**config.mk**
```make
export PLATFORM = sky130hd
export DESIGN_NAME = car_motion_sim
export DESIGN_NICKNAME = d
export VERILOG_FILES = /design/src/rtl/car_motion_sim.sv
export SDC_FILE = /design/constraint.sdc
export NUM_CORES = 1
export LEC_CHECK = 0
export ABC_AREA = 1
export CORE_ASPECT_RATIO = 1.4
export CORE_MARGIN = 8
export CORE_UTILIZATION = 30
export CTS_BUF_LIST = sky130_fd_sc_hd__clkbuf_8
export DETAILED_ROUTE_END_ITERATION = 16
export GPL_TIMING_DRIVEN = 0
export PLACE_DENSITY_LB_ADDON = 0.05
export SLEW_MARGIN = 20
export SYNTH_ARGS = -nofsm -noshare
export SYNTH_HDL_FRONTEND = slang
export SYNTH_SLANG_ARGS = --single-unit
export TNS_END_PERCENT = 30
```
**constraint.sdc**
```tcl
create_clock -name clk -period 2.3 [get_ports clk]
set_input_delay 0.23 -clock clk [delete_from_list [all_inputs] [get_ports clk]]
set_output_delay 0.23 -clock clk [all_outputs]
set_load 0.01 [all_outputs]
```
**src/rtl/car_motion_sim.sv**
```systemverilog
// Behavioural car/shaft plant: turns direction/door commands into start delay, per-floor travel
// and level-transit/floor feedback. Define LEVEL_HOLD_EN for a level-style level_trans.
module car_motion_sim #(
  parameter int unsigned FLOORS     = 4,
  parameter int unsigned START_CYC  = 10,
  parameter int unsigned TRAVEL_CYC = 100,
  parameter int unsigned CNT_W      = 8
) (
  input  logic              clk,
  input  logic              rst,
  input  logic [2:0]        direct,
  input  logic              door,
  output logic              level_trans,
  output logic [FLOORS-1:0] car_floor,
  output logic              moving,
  output logic [1:0]        dir_out,
  output logic              fault
);

  typedef enum logic [1:0] {StIdle, StStart, StTravel, StFault} state_e;

  localparam logic [1:0] DirNone = 2'b00;
  localparam logic [1:0] DirUp   = 2'b01;
  localparam logic [1:0] DirDn   = 2'b10;

  state_e            state_q, state_d;
  logic [CNT_W-1:0]  cnt_q, cnt_d;
  logic [FLOORS-1:0] floor_q, floor_d;
  logic [1:0]        dir_q, dir_d;
  logic              moving_q, moving_d;
  logic              fault_q, fault_d;
  logic              level_q, level_d;

  logic [1:0]        cmd_dir;
  logic              floor_bad;
  logic              at_top, at_bot;
  logic [FLOORS-1:0] floor_next;
  logic              next_exists;
  logic              pulse;

  always_comb begin
    if (direct == 3'b001)      cmd_dir = DirUp;
    else if (direct == 3'b010) cmd_dir = DirDn;
    else                       cmd_dir = DirNone;
  end

  // Anything other than exactly one set bit means the floor register got corrupted.
  assign floor_bad = (floor_q == '0) || ((floor_q & (floor_q - FLOORS'(1))) != '0);
  assign at_top    = floor_q[FLOORS-1];
  assign at_bot    = floor_q[0];

  always_comb begin
    floor_next  = floor_q;
    next_exists = 1'b0;
    if (dir_q == DirUp) begin
      floor_next  = floor_q << 1;
      next_exists = ~floor_next[FLOORS-1];
    end else if (dir_q == DirDn) begin
      floor_next  = floor_q >> 1;
      next_exists = ~floor_next[0];
    end
  end

  always_comb begin
    state_d  = state_q;
    cnt_d    = cnt_q;
    floor_d  = floor_q;
    dir_d    = dir_q;
    moving_d = moving_q;
    fault_d  = fault_q;
    pulse    = 1'b0;

    case (state_q)
      StIdle: begin
        if (floor_bad) begin
          state_d = StFault;
        end else if (!door && ((cmd_dir == DirUp && !at_top) ||
                               (cmd_dir == DirDn && !at_bot))) begin
          state_d = StStart;
          dir_d   = cmd_dir;
          cnt_d   = CNT_W'(START_CYC);
        end
      end
      StStart: begin
        if (floor_bad) begin
          state_d = StFault;
        end else if (door || cmd_dir != dir_q) begin
          state_d = StIdle;
          dir_d   = DirNone;
          cnt_d   = '0;
        end else if (cnt_q == '0) begin
          state_d  = StTravel;
          moving_d = 1'b1;
          cnt_d    = CNT_W'(TRAVEL_CYC - 1);
        end else begin
          cnt_d = cnt_q - CNT_W'(1);
        end
      end
      StTravel: begin
        if (floor_bad || door) begin
          state_d = StFault;
        end else if (cnt_q == '0) begin
          // Segment always completes; only then is the command re-examined.
          floor_d = floor_next;
          pulse   = 1'b1;
          if (cmd_dir == dir_q && next_exists) begin
            cnt_d = CNT_W'(TRAVEL_CYC - 1);
          end else begin
            state_d  = StIdle;
            moving_d = 1'b0;
            dir_d    = DirNone;
          end
        end else begin
          cnt_d = cnt_q - CNT_W'(1);
        end
      end
      default: ;
    endcase

    if (state_d == StFault) begin
      fault_d  = 1'b1;
      moving_d = 1'b0;
      dir_d    = DirNone;
      cnt_d    = '0;
      floor_d  = floor_q;
      pulse    = 1'b0;
    end
  end

`ifdef LEVEL_HOLD_EN
  always_comb begin
    if (state_d == StFault) begin
      // A fault raised mid-segment leaves the car between landings.
      level_d = (state_q == StFault) ? level_q : (state_q != StTravel);
    end else begin
      level_d = pulse || (state_d != StTravel);
    end
  end
`else
  always_comb level_d = pulse;
`endif

  always_ff @(posedge clk or negedge rst) begin
    if (!rst) begin
      state_q  <= StIdle;
      cnt_q    <= '0;
      floor_q  <= FLOORS'(1);
      dir_q    <= DirNone;
      moving_q <= 1'b0;
      fault_q  <= 1'b0;
      level_q  <= 1'b0;
    end else begin
      state_q  <= state_d;
      cnt_q    <= cnt_d;
      floor_q  <= floor_d;
      dir_q    <= dir_d;
      moving_q <= moving_d;
      fault_q  <= fault_d;
      level_q  <= level_d;
    end
  end

  assign level_trans = level_q;
  assign car_floor   = floor_q;
  assign moving      = moving_q;
  assign dir_out     = dir_q;
  assign fault       = fault_q;

endmodule
```
==> flow_summary.toml, run 1 <==
[floorplanning]
die_area_sq_um = 7760
boundaryPins = 15
core_area_sq_um = 5080
initial_core_util = 0.305
rows = 31
die_x_um = 76.8
die_h_um = 101

[cts]
tritoncts = "built"
clkSinkCount = 19
clk_pin_slew_ps = 80
clk_latency_ps = 260
postCtsHoldBufs = 0
cts-root-buf = "clkbuf_8"
cts.path.max_buffers = 2
htreeDepth = 1
cts_made_buffers = 3

[synthesis]
ys_seq_area_frac = 0.307
ys.warnings.count = 0
yosys_register_bits = 19
synth.area.top_cells = "dfrtp_1, nand2_1, ha_1"
syn_nets = 231
synth_top_area_cell = "dfrtp_1"
syn-cell-area_sq_um = 1550
avgSynthCellArea_sq_um = 7.12
syn_inst = 218
netlist-cell-type-count = 29
synth_top_flop_cell = "dfrtp_1"
yosysTopAreaCellShare = 0.290
async_flop_share = 1.00
synth_common_cells = "nand2_1, inv_1, nor2_1"
synth-edff-count = 0
synth_most_common_cell = "nand2_1"

[global_routing]
grt_use_total = 0.106
grt-ovfl-total = 0
grt_pass1_wl_mm = 6.64
grt_pass1_vias = 1455
grt_max_degree = 20
antenna_found_initial = 0

[route]
drc = 0
wl_mm = 4.06
dr.pass1.iters = 4
vias = 1475
drt-initial-drc-count = 31
viasPerCell = 4.55
drtAntennaViolNets = 0
wl_per_cell_um = 12.5

[worst_hold_path]
min_from = "direct[0]"
hp-class = "primary input to flip-flop"

[sta]
slew_viol_final = 0
hold_violations = 0
max-slew-margin-rel = 0.400
rsz0062_at_grt = "yes"
min_period_over_period = 0.991
worst_pin_slew_ps = 897
setup_violations = 0
post-route-min-period_ps = 2280
fmax_mhz = 439
hold-worst-slack_ps = 455
fin_skew_ps = 8.02

[finish]
diodes = 0
nets = 272
syn_to_final_growth_pct = 37.7
fin_area_sq_um = 2140
utilization = 0.421
layout-drive-gt1-share = 0.329

[worst_setup_path]
reg2reg_from = "state_q[0]$_DFF_PN0_"
path_class = "flip-flop to flip-flop"
cpMaxStageDelayCell = "dfrtp_2"
cpLargestDelayFamily = "simple AND/OR/NAND/NOR gates"
start_kind = "flip-flop"
worstPathMaxFanout = 4
cp-startpoint = "state_q[0]$_DFF_PN0_"
critPathBufInv = 3
worstPathArrival_ps = 2480
cpMostUsedCell = "nand2_1"
required_ps = 2500
crit_path_end_kind = "flip-flop"
slowest_delay_ps = 430
worstPathCellList = "inv_1, ha_2, nor2_2, inv_1, a21oi_4, nand2_1, a21oi_2, nand2_1, nand2_1, nor2_4, nor2_2, nand2_1, nand2_1, inv_2, nand2_1, nand2_1, nand2_1"

[pwr]
p_per_area_nw_per_um2 = 286
clockPowerShare = 0.398
p_sw_frac = 0.239
leakagePower_nw = 1.05
pwr-share-seq = 0.547
p_int_uw = 465
p_comb_frac = 0.055
ir_worst_vdd_mv = 0.153
p_sw_uw = 146

[place]
hpwl_mm = 2.94
place.gp.congestion = 0.731
io_buffers = 14
placed_area_sq_um = 1770

[status]
status = "completed"

[flow_run]
drv_cap = 0
-- what timing repair did --
| action | 4_1_cts | 5_1_grt |
|---|---|---|
| hold endpoints to repair | 0 | 0 |
| setup endpoints to repair | 15 | 16 |
| pin swaps | 4 | 12 |
| gates resized for setup | 8 | 29 |
| setup buffers | 4 | 18 |
-- power groups by stage --
stage / Combinational (mW) / Sequential [mW] / Clock, mW
floorplan: 0.0120 / 0.340 / 0
global placement: 0.0336 / 0.340 / 0
detailed placement: 0.0333 / 0.340 / 0
CTS: 0.0336 / 0.334 / 0.261
global route: 0.0387 / 0.334 / 0.271
finish: 0.0338 / 0.334 / 0.243
-- worst paths after layout --
kind / end / slack (ps) / cells past startpoint
max in group asynchronous: dir_out[0]$_DFFE_PN0P_ / 1210 / 1
setup / recovery: dir_out[0]$_DFFE_PN0P_ / 20 / 17
min in group asynchronous: state_q[1]$_DFF_PN0_ / 460 / 1
hold reg to reg: fault$_DFFE_PN0N_ / 470 / 1
hold / removal: dir_out[0]$_DFFE_PN0P_ / 450 / 5
setup reg to reg: dir_out[0]$_DFFE_PN0P_ / 20 / 17
-- flip-flops by register name, indices dropped and copies added, names as in the netlist --
register,flops
dir_out,2
car_floor,4
cnt_q,8
moving,1
fault,1
state_q,2
level_trans,1
-- cell type report --
type | count | area (sq um)
clock buffer | 3 | 41.3
clock inverter | 1 | 3.75
fill | 546 | 2940
inverter | 31 | 116
multi-input combinational | 168 | 1110
sequential | 19 | 479
tap | 66 | 82.6
timing repair buffer | 36 | 308
-- worst reg2reg max path, cell delays in order, from the launching register on --
cell and delay (ps):
dfrtp_2 430, inv_1 80, ha_2 210, nor2_2 130, inv_1 100, a21oi_4 190, nand2_1 80, a21oi_2 180
nand2_1 70, nand2_1 100, nor2_4 70, nor2_2 140, nand2_1 110, nand2_1 90, inv_2 40, nand2_1 80
nand2_1 50, nand2_1 50
-- cell families (layout without fill, tap and decap cells) --
logic type / count (synthesis) / count (layout) / synth area share
AOI/OAI and AO/OA: 23 / 23 / 0.0944
xor gates and xnor gates: 4 / 4 / 0.0226
adders and majority gates: 7 / 7 / 0.0564
buffers and inverters: 31 / 71 / 0.0750
DFF: 19 / 19 / 0.307
and+or+nand+nor: 134 / 134 / 0.444
-- stage by stage --
stage / TNS, ps / setup WS [ps] / power [mW] / instances
after floorplan: 0 / 125 / 0.352 / 218
after global placement: -2770 / -266 / 0.374 / 298
after detailed placement: -2870 / -274 / 0.374 / 298
after CTS: -2.21 / -2.21 / 0.628 / 306
after global routing: -1460 / -133 / 0.643 / 324
final: 0 / 20.6 / 0.611 / 324
-- per-layer routing --
metal	up-vias	global-route usage	wire, um
met5	-	0	0
met4	0	0.0490	112
met3	9	0.0161	90
met2	17	0.201	2230
met1	682	0.111	1630
li1	767	-	-
-- cell usage in the layout, fill, tap and decap left out --
| master | Yosys | final |
|---|---|---|
| nand2_1 | 67 | 61 |
| nor4_1 | 2 | 2 |
| a31oi_1 | 1 | 1 |
| a21oi_2 | 2 | 2 |
| dfrtp_2 | 0 | 2 |
| nand2_2 | 6 | 10 |
| o21ai_4 | 0 | 1 |
| clkdlybuf4s50_1 | 0 | 13 |
| clkinv_1 | 1 | 1 |
| dfrtp_1 | 18 | 16 |
| or2_2 | 2 | 2 |
| a21oi_4 | 2 | 4 |
| o21ai_0 | 9 | 8 |
| dlymetal6s2s_1 | 0 | 1 |
| and2_4 | 1 | 1 |
| o21ai_1 | 3 | 3 |
| nand2_4 | 6 | 7 |
| or2_0 | 1 | 1 |
| a21oi_1 | 6 | 4 |
| nor3_1 | 4 | 4 |
| nor2_2 | 4 | 3 |
| nor2_8 | 2 | 2 |
| nand3_1 | 7 | 6 |
| nand3_2 | 4 | 3 |
| nand2_8 | 0 | 1 |
| ha_4 | 0 | 3 |
| ha_2 | 0 | 1 |
| nor2_1 | 19 | 17 |
| dfstp_2 | 1 | 1 |
| buf_4 | 0 | 22 |
| clkbuf_8 | 0 | 3 |
| xnor2_1 | 2 | 2 |
| nor2_4 | 1 | 4 |
| inv_2 | 8 | 11 |
| inv_1 | 22 | 20 |
| nand4_1 | 8 | 8 |
| xor2_1 | 2 | 2 |
| ha_1 | 7 | 3 |
| nand3_4 | 0 | 2 |
(Power assumes the default switching activity.)
==> run 2: changes to the inputs <==
--- a/config.mk
+++ b/config.mk
@@ -7,11 +7,11 @@
 export LEC_CHECK = 0
 export ABC_AREA = 1
 export CORE_ASPECT_RATIO = 1.4
-export CORE_MARGIN = 8
+export CORE_MARGIN = 2
 export CORE_UTILIZATION = 30
 export CTS_BUF_LIST = sky130_fd_sc_hd__clkbuf_8
+export CTS_CLUSTER_DIAMETER = 60
 export DETAILED_ROUTE_END_ITERATION = 16
-export GPL_TIMING_DRIVEN = 0
 export PLACE_DENSITY_LB_ADDON = 0.05
 export SLEW_MARGIN = 20
 export SYNTH_ARGS = -nofsm -noshare
==> flow_summary.toml, run 2 (synthesis results as in run 1) <==
[pwr]
finalPower_uw = 615
p_comb_frac = 0.070
pwr-share-seq = 0.542
p_sw_uw = 143
p_per_area_nw_per_um2 = 278
p_sw_frac = 0.232
ir_worst_vdd_mv = 0.236
p_int_uw = 473
leakagePower_nw = 1.11
clockPowerShare = 0.388

[cts]
clk_pin_slew_ps = 80
tritoncts = "built"
htreeDepth = 1
cts-root-buf = "clkbuf_8"
clkSinkCount = 19
cts.path.max_buffers = 2
postCtsHoldBufs = 0
cts_made_buffers = 3
clk_latency_ps = 260

[route]
wl_mm = 3.95
drc = 0
wl_per_cell_um = 11.7
dr.pass1.iters = 4
drtAntennaViolNets = 0
drt-initial-drc-count = 37
viasPerCell = 4.52
vias = 1522

[finish]
diodes = 0
fillers = 545
layout_common_cells = "nand2_1, buf_4, inv_1"
multiInputGateArea_sq_um = 1080
largest_register_ffs = 8
fin_area_sq_um = 2210
nets = 285
syn_to_final_growth_pct = 42.7
layout-drive-gt1-share = 0.373
regArea_sq_um = 477
utilization = 0.436
final_common_cell = "nand2_1"
largest_register = "cnt_q"

[place]
placed_area_sq_um = 1990
place.gp.congestion = 0.782
io_buffers = 14
hpwl_mm = 3.20

[status]
status = "completed"

[global_routing]
grt_max_degree = 13
grt_use_total = 0.148
antenna_found_initial = 0
grt_pass1_vias = 1468
grt_pass1_wl_mm = 6.64
grt-ovfl-total = 0

[floorplanning]
initial_core_util = 0.305
die_area_sq_um = 5770
core_area_sq_um = 5080
die_h_um = 89.1
boundaryPins = 15
rows = 31
die_x_um = 64.8

[worst_setup_path]
path_class = "flip-flop to flip-flop"
worstPathMaxFanout = 8
crit_path_end_kind = "flip-flop"
cpMaxStageDelayCell = "dfstp_2"
cpMostUsedCell = "nand2_1"
required_ps = 2450
start_kind = "flip-flop"
slowest_delay_ps = 540
worstPathCellList = "buf_4, nand2_1, nand2_1, o21ai_1, nand2_2, buf_6, nor2_4, nand2_1, nand2_2, a21oi_4, nand2_4, nand3_4, nand2_8, nor2_8, nand2_4, nand2_1, nand2_1"
worstPathArrival_ps = 2370

[sta]
setup_violations = 0
fin_skew_ps = 4.49
hold_violations = 0
hold-worst-slack_ps = 287
slew_viol_final = 0
final.setup.tns_ps = 0
worst_pin_slew_ps = 464
min_period_over_period = 0.967
rsz0062_at_grt = "yes"
post-route-min-period_ps = 2220
fmax_mhz = 450
max-slew-margin-rel = 0.689

[flow_run]
drv_cap = 0

[worst_hold_path]
hp-class = "primary input to asynchronous set/reset pin"
==> run 2: cell count changes in the layout (fill, tap and decap cells not counted), moves of 2 or more <==
cell,previous run,this run
dfrtp_1,16,18
buf_4,22,32
dfrtp_2,2,0
o21ai_2,0,2
nand2_2,10,17
nand2_1,61,54
o21ai_1,3,5
buf_6,0,3
ha_4,3,1
o21ai_0,8,5
==> run 2: worst paths after layout <==
kind | slack [ps] | cells after the start | startpoint | end
worst max-delay path | 80 | 17 | car_floor[0]$_DFFE_PN1P_ | cnt_q[5]$_DFFE_PN0P_
worst min-delay path | 290 | 1 | rst | car_floor[3]$_DFFE_PN0P_
worst max register to register | 80 | 17 | car_floor[0]$_DFFE_PN1P_ | cnt_q[5]$_DFFE_PN0P_
worst min register to register | 480 | 1 | fault$_DFFE_PN0N_ | fault$_DFFE_PN0N_
max in group asynchronous | 1470 | 2 | rst | cnt_q[4]$_DFFE_PN0P_
min in group clk | 480 | 1 | fault$_DFFE_PN0N_ | fault$_DFFE_PN0N_
==> run 2: cell type report <==
class                      instances  area share
timing repair buffer              49       0.188
tap                               66      0.0373
sequential                        19       0.215
clock inverter                     1     0.00226
clock buffer                       3      0.0186
multi-input combinational        168       0.486
inverter                          31      0.0525
==> run 2: power groups by stage <==
stage                     Sequential, mW  Clock, mW  Combinational, mW
after floorplan                    0.340          0             0.0120
after global placement             0.340          0             0.0419
after detailed placement           0.340          0             0.0417
after CTS                          0.334      0.254             0.0420
after global routing               0.334      0.267             0.0478
final                              0.334      0.239             0.0428
==> run 2: repair_timing <==
action | in CTS | in global routing
endpoints found under the setup margin | 3 | 16
pin swaps | 1 | 23
setup buffers | 0 | 6
resized for setup | 0 | 40
gates cloned | 0 | 0
==> run 2: stage by stage <==
stage | instances | setup WS (ps)
after floorplan | 218 | 125
after CTS | 331 | 5.20
after global placement | 327 | -169
after detailed placement | 327 | -150
final | 337 | 76.1
after global routing | 337 | -103
==> run 2: worst max-delay path, delay by kind of cell, from the launching register on <==
kind / cells / cell delay [ps]
compound gates: 2 / 270
buf+inv: 2 / 220
simple gates: 13 / 1070
flops: 1 / 540
==> run 2: routing by layer <==
metal  global-route usage  vias to the layer above  routed length [um]
met5                    0                        -                   0
met4               0.0348                        0                  23
met3               0.0151                        2                  82
met2                0.287                       17                2220
met1                0.172                      703                1620
li1                     -                      800                   -
